--- src/rtl/math_equation_pkg.sv ---
// Shared types and helpers for the equation pipeline: rounding/output modes,
// full-width sizing and the wide round/saturate arithmetic used by the last stage.
package math_equation_pkg;

    typedef enum logic {RND_FLOOR, RND_HALF_UP} rnd_mode_e;
    typedef enum logic {OUT_WRAP, OUT_SAT} out_mode_e;

    // Helpers operate on a generous fixed width so they stay reusable across
    // parameter sets; callers sign-extend into it and truncate out of it.
    localparam int MAXW = 128;
    typedef logic signed [MAXW-1:0] wide_t;

    function automatic int fw(input int width, input int kw);
        return kw + 2*width + 3;
    endfunction

    function automatic wide_t round_shift(input wide_t x, input int rshift, input rnd_mode_e mode);
        wide_t half;
        half = '0;
        if (mode == RND_HALF_UP && rshift > 0) half = wide_t'(1) <<< (rshift - 1);
        return (x + half) >>> rshift;
    endfunction

    function automatic logic fits(input wide_t x, input int ow);
        wide_t hi;
        hi = x >>> (ow - 1);
        return (hi == '0) || (hi == '1);
    endfunction

    function automatic wide_t saturate(input wide_t x, input int ow);
        wide_t lo;
        lo = '1;
        lo = lo <<< (ow - 1);
        if (fits(x, ow)) return x;
        return x[MAXW-1] ? lo : ~lo;
    endfunction

endpackage

--- src/rtl/math_equation_pipe_if.sv ---
// Producer/consumer handshake bundle of math_equation_pipe.
interface math_equation_pipe_if #(
    parameter int WIDTH = 16,
    parameter int KW    = 4,
    parameter int OUT_W = 38
);
    logic                    valid_i;
    logic                    ready_o;
    logic signed [WIDTH-1:0] a, b, c, d;
    logic signed [KW-1:0]    k0, k1;
    logic                    valid_o;
    logic                    ready_i;
    logic signed [OUT_W-1:0] q;
    logic                    ovf_o;
    logic [1:0]              inflight_o;

    modport master (output valid_i, a, b, c, d, k0, k1, ready_i,
                    input  ready_o, valid_o, q, ovf_o, inflight_o);
    modport slave  (input  valid_i, a, b, c, d, k0, k1, ready_i,
                    output ready_o, valid_o, q, ovf_o, inflight_o);
endinterface

--- src/rtl/math_round_sat.sv ---
// Combinational tail of the pipeline: shift/round the full-width difference
// and wrap or clamp it into OUT_W bits, flagging values that do not fit.
module math_round_sat
    import math_equation_pkg::*;
#(
    parameter int        FW       = 39,
    parameter int        RSHIFT   = 1,
    parameter rnd_mode_e RND_MODE = RND_FLOOR,
    parameter out_mode_e OUT_MODE = OUT_WRAP,
    parameter int        OUT_W    = 38
) (
    input  logic signed [FW-1:0]    diff,
    output logic signed [OUT_W-1:0] q,
    output logic                    ovf
);
    if (FW + 1 > MAXW || OUT_W > MAXW) begin : g_bad_width
        $error("math_round_sat: operand width exceeds helper width");
    end

    wide_t wide, shifted, clamped;

    always_comb begin
        wide    = wide_t'(diff);
        shifted = round_shift(wide, RSHIFT, RND_MODE);
        ovf     = ~fits(shifted, OUT_W);
        clamped = (OUT_MODE == OUT_SAT) ? saturate(shifted, OUT_W) : shifted;
        q       = clamped[OUT_W-1:0];
    end

endmodule

--- src/rtl/math_equation_pipe.sv ---
// Three-stage q = round_shift((k0 + k1*c)*(a - b) - (d <<< DSHIFT), RSHIFT)
// pipeline with a whole-pipe stall driven by the consumer's ready.
module math_equation_pipe
    import math_equation_pkg::*;
#(
    parameter int WIDTH  = 16,
    parameter int KW     = 4,
    parameter int DSHIFT = 2,
    parameter int RSHIFT = 1,
    parameter int RND    = 0,
    parameter int SAT    = 0,
    parameter int OUT_W  = KW + 2*WIDTH + 3 - RSHIFT
) (
    input  logic                clk,
    input  logic                rst_n,
    math_equation_pipe_if.slave io
);
    localparam int LW = KW + WIDTH + 1;
    localparam int PW = KW + 2*WIDTH + 2;
    localparam int DW = WIDTH + DSHIFT;
    localparam int FW = fw(WIDTH, KW);

    if (DSHIFT > KW + WIDTH + 2 || RSHIFT < 0) begin : g_bad_param
        $error("math_equation_pipe: DSHIFT/RSHIFT out of range");
    end

    // vld_pipe[0]=v0, [1]=v1, [2]=valid_o; en[] are the per-stage load enables
    logic [2:0] vld_pipe, vld_nxt, en;
    logic [1:0] inflight;

    logic signed [WIDTH:0]    sub_r;
    logic signed [LW-1:0]     lin_r;
    logic signed [WIDTH-1:0]  d_r;
    logic signed [PW-1:0]     prod_r;
    logic signed [DW-1:0]     dsh_r;
    logic signed [FW-1:0]     diff_c;
    logic signed [OUT_W-1:0]  q_c, q_r;
    logic                     ovf_c, ovf_r;

    assign en[2] = ~vld_pipe[2] | io.ready_i;
    assign en[1] = ~vld_pipe[1] | en[2];
    assign en[0] = ~vld_pipe[0] | en[1];

    assign io.ready_o    = en[0];
    assign io.valid_o    = vld_pipe[2];
    assign io.q          = q_r;
    assign io.ovf_o      = ovf_r;
    assign io.inflight_o = inflight;

    always_comb begin
        vld_nxt = vld_pipe;
        if (en[0]) vld_nxt[0] = io.valid_i;
        if (en[1]) vld_nxt[1] = vld_pipe[0];
        if (en[2]) vld_nxt[2] = vld_pipe[1];
    end

    always_ff @(posedge clk or negedge rst_n) begin
        if (!rst_n) begin
            vld_pipe <= '0;
            inflight <= '0;
            q_r      <= '0;
            ovf_r    <= 1'b0;
        end else begin
            vld_pipe <= vld_nxt;
            inflight <= 2'(vld_nxt[0]) + 2'(vld_nxt[1]) + 2'(vld_nxt[2]);
            // Result regs only take real samples so q keeps the last result when idle.
            if (en[2] && vld_pipe[1]) begin
                q_r   <= q_c;
                ovf_r <= ovf_c;
            end
        end
    end

    // Datapath registers are intentionally unreset; the valids qualify them.
    always_ff @(posedge clk) begin
        if (en[0] && io.valid_i) begin
            sub_r <= (WIDTH+1)'(io.a) - (WIDTH+1)'(io.b);
            lin_r <= LW'(io.k0) + LW'(io.k1) * LW'(io.c);
            d_r   <= io.d;
        end
        if (en[1] && vld_pipe[0]) begin
            prod_r <= PW'(lin_r) * PW'(sub_r);
            dsh_r  <= DW'(d_r) <<< DSHIFT;
        end
    end

    assign diff_c = FW'(prod_r) - FW'(dsh_r);

    math_round_sat #(
        .FW       (FW),
        .RSHIFT   (RSHIFT),
        .RND_MODE ((RND != 0) ? RND_HALF_UP : RND_FLOOR),
        .OUT_MODE ((SAT != 0) ? OUT_SAT : OUT_WRAP),
        .OUT_W    (OUT_W)
    ) u_round_sat (
        .diff (diff_c),
        .q    (q_c),
        .ovf  (ovf_c)
    );

endmodule

--- src/flat_wrapper.sv ---
// flat-port wrapper written by rule: the top's interface ports become plain ports
module math_equation_pipe_flat import math_equation_pkg::*;
#(
    parameter int WIDTH  = 16,
    parameter int KW     = 4,
    parameter int DSHIFT = 2,
    parameter int RSHIFT = 1,
    parameter int RND    = 0,
    parameter int SAT    = 0,
    parameter int OUT_W  = KW + 2*WIDTH + 3 - RSHIFT
)
  (clk, rst_n, io_valid_i, io_a, io_b, io_c, io_d, io_k0, io_k1, io_ready_i, io_ready_o, io_valid_o, io_q, io_ovf_o, io_inflight_o);
  math_equation_pipe_if #(.WIDTH(WIDTH), .KW(KW), .OUT_W(OUT_W)) io_i ();
  input  logic clk;
  input  logic rst_n;
  input wire logic [$bits(io_i.valid_i)-1:0] io_valid_i;
  input wire logic [$bits(io_i.a)-1:0] io_a;
  input wire logic [$bits(io_i.b)-1:0] io_b;
  input wire logic [$bits(io_i.c)-1:0] io_c;
  input wire logic [$bits(io_i.d)-1:0] io_d;
  input wire logic [$bits(io_i.k0)-1:0] io_k0;
  input wire logic [$bits(io_i.k1)-1:0] io_k1;
  input wire logic [$bits(io_i.ready_i)-1:0] io_ready_i;
  output wire logic [$bits(io_i.ready_o)-1:0] io_ready_o;
  output wire logic [$bits(io_i.valid_o)-1:0] io_valid_o;
  output wire logic [$bits(io_i.q)-1:0] io_q;
  output wire logic [$bits(io_i.ovf_o)-1:0] io_ovf_o;
  output wire logic [$bits(io_i.inflight_o)-1:0] io_inflight_o;
  assign io_i.valid_i = io_valid_i;
  assign io_i.a = io_a;
  assign io_i.b = io_b;
  assign io_i.c = io_c;
  assign io_i.d = io_d;
  assign io_i.k0 = io_k0;
  assign io_i.k1 = io_k1;
  assign io_i.ready_i = io_ready_i;
  assign io_ready_o = io_i.ready_o;
  assign io_valid_o = io_i.valid_o;
  assign io_q = io_i.q;
  assign io_ovf_o = io_i.ovf_o;
  assign io_inflight_o = io_i.inflight_o;
  math_equation_pipe #(.WIDTH(WIDTH), .KW(KW), .DSHIFT(DSHIFT), .RSHIFT(RSHIFT), .RND(RND), .SAT(SAT), .OUT_W(OUT_W)) u_core (.clk(clk), .rst_n(rst_n), .io(io_i));
endmodule
--- config.mk ---
export PLATFORM = sky130hd
export DESIGN_NAME = math_equation_pipe_flat
export DESIGN_NICKNAME = d
export VERILOG_FILES = /design/src/rtl/math_equation_pkg.sv /design/src/rtl/math_equation_pipe_if.sv /design/src/rtl/math_round_sat.sv /design/src/rtl/math_equation_pipe.sv /design/src/flat_wrapper.sv
export SDC_FILE = /design/constraint.sdc
export NUM_CORES = 1
export LEC_CHECK = 0
export ABC_AREA = 1
export CAP_MARGIN = 0
export CORE_UTILIZATION = 24
export CTS_CLUSTER_SIZE = 16
export DETAILED_ROUTE_END_ITERATION = 10
export PLACE_DENSITY_LB_ADDON = 0.15
export REMOVE_ABC_BUFFERS = 1
export SKIP_CTS_REPAIR_TIMING = 1
export SLEW_MARGIN = 20
export SYNTH_ARGS = -nofsm -noshare
export SYNTH_HDL_FRONTEND = slang
export SYNTH_SLANG_ARGS = --single-unit
--- constraint.sdc ---
create_clock -name clk -period 7 [get_ports clk]
set_input_delay 1.05 -clock clk [delete_from_list [all_inputs] [get_ports clk]]
set_output_delay 1.05 -clock clk [all_outputs]
set_load 0.1 [all_outputs]
==> qor.txt <==
========================================================================================================
Status ....................................................................................    completed
Post-CTS clock slew at the launch and capture registers of the worst setup and hold paths .      0.07 ns
Chip width ................................................................................ 325.3 microns
Startpoint Class ..........................................................................    flip-flop
ANT cells .................................................................................            0
Via count .................................................................................        18870
Number of nets still failing antenna checks after routing .................................            0
Number of synthesized register bits .......................................................          150
Hold path depth ...........................................................................            0
Via density per instance ..................................................................        4.087
Estimated wirelength of the detail-placed design .......................................... 59640 microns
Commonest cells in the netlist ............................................................ sky130_fd_sc_hd__inv_1, sky130_fd_sc_hd__nand2_1, sky130_fd_sc_hd__fa_1, sky130_fd_sc_hd__ha_1, sky130_fd_sc_hd__nor2_1
Pin count of the biggest net entering global routing ......................................           54
Number of design-rule violations left by the first detailed-router iteration ..............          648
Number of hold violations in the final report .............................................            0
Final worst path period share .............................................................       0.9092
Post-layout net count .....................................................................         3894
Bufs on Longest Clock Path ................................................................            2
CP Class .................................................................................. flip-flop to flip-flop
First-pass GRT wire length ................................................................ 115100 microns
Post-synthesis sequential area ratio ......................................................       0.1709
Initial antenna violation count ...........................................................            0
Final sum of negative setup slack .........................................................         0 ns
Final Hold Slack ..........................................................................    0.4256 ns
Cell type with the largest total area after synthesis ..................................... sky130_fd_sc_hd__fa_1
Hold Path Class ........................................................................... flip-flop to flip-flop
Total global routing track utilization ....................................................       0.1377
DIE AREA .................................................................................. 105800 sq um
Worst max-slew margin expressed relative to the limit .....................................       0.3045
Skew-Pair Late Insertion Delay ............................................................      0.48 ns
Post-Route Skew ...........................................................................   0.02084 ns
CTS tree ..................................................................................         done
Maximum fanout count along the critical path ..............................................           16
Cell types with the largest area share after synthesis .................................... sky130_fd_sc_hd__fa_1, sky130_fd_sc_hd__inv_1, sky130_fd_sc_hd__edfxtp_1
Most common flop cell mapped by yosys ..................................................... sky130_fd_sc_hd__edfxtp_1
Post-synthesis to final-layout area growth ................................................       13.53%
DRC .......................................................................................            0
Arrival time worst endpoint ...............................................................      6.56 ns
Top-count cell post-synth ................................................................. sky130_fd_sc_hd__inv_1
Count of flip-flops with a built-in enable after synthesis ................................          107
First-pass detailed-route iteration total .................................................            6
Via count of the first global-routing pass ................................................        21000
Transition time at the pin with the least slew margin .....................................     1.040 ns
Die Span Y ................................................................................ 325.3 microns
Slew Limit Fails ..........................................................................            0
H-tree depth ..............................................................................            4
IO Port Bufs ..............................................................................          117
Wire length per cell after detailed routing ............................................... 15.11 microns
Distinct cell type count of the synthesized netlist .......................................           44
Std-Cell Rows .............................................................................          118
Cell Area, Placed .........................................................................  27860 sq um
Post-synth design cell area ...............................................................  25090 sq um
Final std cell area, no fill ..............................................................  28490 sq um
Number of max-cap violations ..............................................................            0
Number of standard cells after synthesis ..................................................         3149
Fin crit period ...........................................................................     6.364 ns
Data required time at the worst endpoint ..................................................      7.20 ns
Root cell of the clock tree ............................................................... sky130_fd_sc_hd__clkbuf_16
Average size of a mapped cell .............................................................  7.968 sq um
TritonCTS Buffers .........................................................................           17
Synth warnings ............................................................................            0
Depth of the worst register-to-register path ..............................................           20
Fraction of layout instances using a drive strength above 1 ...............................      0.04510
Share of the synthesized area in the top cell type ........................................       0.3279
Setup Viol. Count Final ...................................................................            0
Gpl congestion ............................................................................       0.8361
Number of clock sinks .....................................................................          150
I/O pin cnt ...............................................................................          119
Critical path endpoint category ...........................................................    flip-flop
Core Area ................................................................................. 103600 sq um
Routed wire length ........................................................................ 69770 microns
Overflow left after global routing ........................................................            0
Async set or reset register ratio after synthesis .........................................       0.2867
Initial core utilization ..................................................................       0.2421
RSZ-0062 raised after global routing ......................................................           no
Achievable frequency ......................................................................   0.1571 GHz
========================================================================================================
==> cell families after synthesis <==
group	synth area share
simple gates	0.1892
buf+inv	0.1437
fa+ha+maj	0.4192
compound gates	0.04902
flops	0.1709
xor+xnor	0.02788
other cells	0.0001495
==> layout by cell type, fill, tap and decap left out, types with 6 or more instances in the layout <==
cell type	Yosys	layout
sky130_fd_sc_hd__a21oi_2	6	6
sky130_fd_sc_hd__nand4_1	17	17
sky130_fd_sc_hd__o21ai_0	53	53
sky130_fd_sc_hd__nand3b_1	11	11
sky130_fd_sc_hd__clkdlybuf4s50_1	0	116
sky130_fd_sc_hd__nor2_1	132	132
sky130_fd_sc_hd__xnor2_1	28	28
sky130_fd_sc_hd__a31oi_1	10	10
sky130_fd_sc_hd__ha_1	183	183
sky130_fd_sc_hd__edfxtp_1	107	107
sky130_fd_sc_hd__a21oi_1	100	100
sky130_fd_sc_hd__inv_2	7	9
sky130_fd_sc_hd__buf_4	2	29
sky130_fd_sc_hd__nand3_1	79	79
sky130_fd_sc_hd__clkbuf_16	0	17
sky130_fd_sc_hd__xor2_1	50	50
sky130_fd_sc_hd__nand2_1	831	830
sky130_fd_sc_hd__or2_2	15	15
sky130_fd_sc_hd__o21ai_1	12	12
sky130_fd_sc_hd__o21bai_1	17	17
sky130_fd_sc_hd__a21o_1	7	7
sky130_fd_sc_hd__nor2_2	12	12
sky130_fd_sc_hd__dfrtp_1	43	43
sky130_fd_sc_hd__nor3_1	13	13
sky130_fd_sc_hd__inv_1	861	859
sky130_fd_sc_hd__fa_1	411	411
sky130_fd_sc_hd__nand2_2	19	20
==> critical path: stages (launching register included) <==
cell and delay [ns]:
sky130_fd_sc_hd__edfxtp_1 0.83, sky130_fd_sc_hd__buf_4 0.27, sky130_fd_sc_hd__nand2_1 0.08, sky130_fd_sc_hd__fa_1 0.59, sky130_fd_sc_hd__inv_1 0.07, sky130_fd_sc_hd__fa_1 0.52, sky130_fd_sc_hd__inv_1 0.05, sky130_fd_sc_hd__fa_1 0.49
sky130_fd_sc_hd__inv_1 0.05, sky130_fd_sc_hd__fa_1 0.53, sky130_fd_sc_hd__fa_1 0.50, sky130_fd_sc_hd__inv_1 0.05, sky130_fd_sc_hd__fa_1 0.47, sky130_fd_sc_hd__inv_1 0.04, sky130_fd_sc_hd__ha_1 0.34, sky130_fd_sc_hd__a21oi_1 0.26
sky130_fd_sc_hd__o21ai_0 0.19, sky130_fd_sc_hd__a21oi_1 0.22, sky130_fd_sc_hd__o21ai_2 0.12, sky130_fd_sc_hd__a21oi_1 0.25, sky130_fd_sc_hd__xnor2_1 0.14
==> metrics by stage <==
stage | setup slack (ns) | util | cells
final | 0.6356 | 0.2749 | 4617
after global routing | 0.2768 | 0.2749 | 4617
after CTS | 0.5309 | 0.2749 | 4617
after detailed placement | 0.5582 | 0.2688 | 4585
after global placement | 0.5070 | 0.2688 | 4585
after floorplan | 1.492 | - | 3059
==> final timing paths <==
check,from,endpoint,slack (ns)
max reg2reg,u_core.sub_r[2],u_core.prod_r[21],0.64
min reg2reg,u_core.d_r[3],u_core.dsh_r[5],0.43
min,u_core.d_r[3],u_core.dsh_r[5],0.43
min in group asynchronous,rst_n,u_core.io.inflight_o[0],0.64
max in group asynchronous,rst_n,u_core.io.q[32],5.93
max,u_core.sub_r[2],u_core.prod_r[21],0.64
==> routing by layer <==
metal / track usage / wire, microns / share of wire
met5: 0 / 0 / 0
met3: 0.01506 / 1592 / 0.023
met1: 0.1749 / 31910 / 0.46
met4: 0.02697 / 941 / 0.013
met2: 0.2502 / 35320 / 0.51
==> state kept, by name, indices dropped and copies added (netlist names) <==
register / flops
u_core.io.q: 38
u_core.sub_r: 17
u_core.d_r: 16
u_core.lin_r: 21
u_core.io.inflight_o: 2
u_core.dsh_r: 16
u_core.vld_pipe: 3
u_core.prod_r: 37
==> area by class of cell <==
type,instances,area (sq um)
Tap cell,1380,1727
Sequential cell,150,4289
Clock buffer,17,425.4
Fill cell,11430,75160
Clock inverter,15,203.9
Multi-Input combinational cell,2041,17200
Inverter,868,3258
Timing Repair Buffer,146,1384
Power is not shown: default switching activity piles up to over one toggle a cycle in this logic, so the estimate is an artifact.
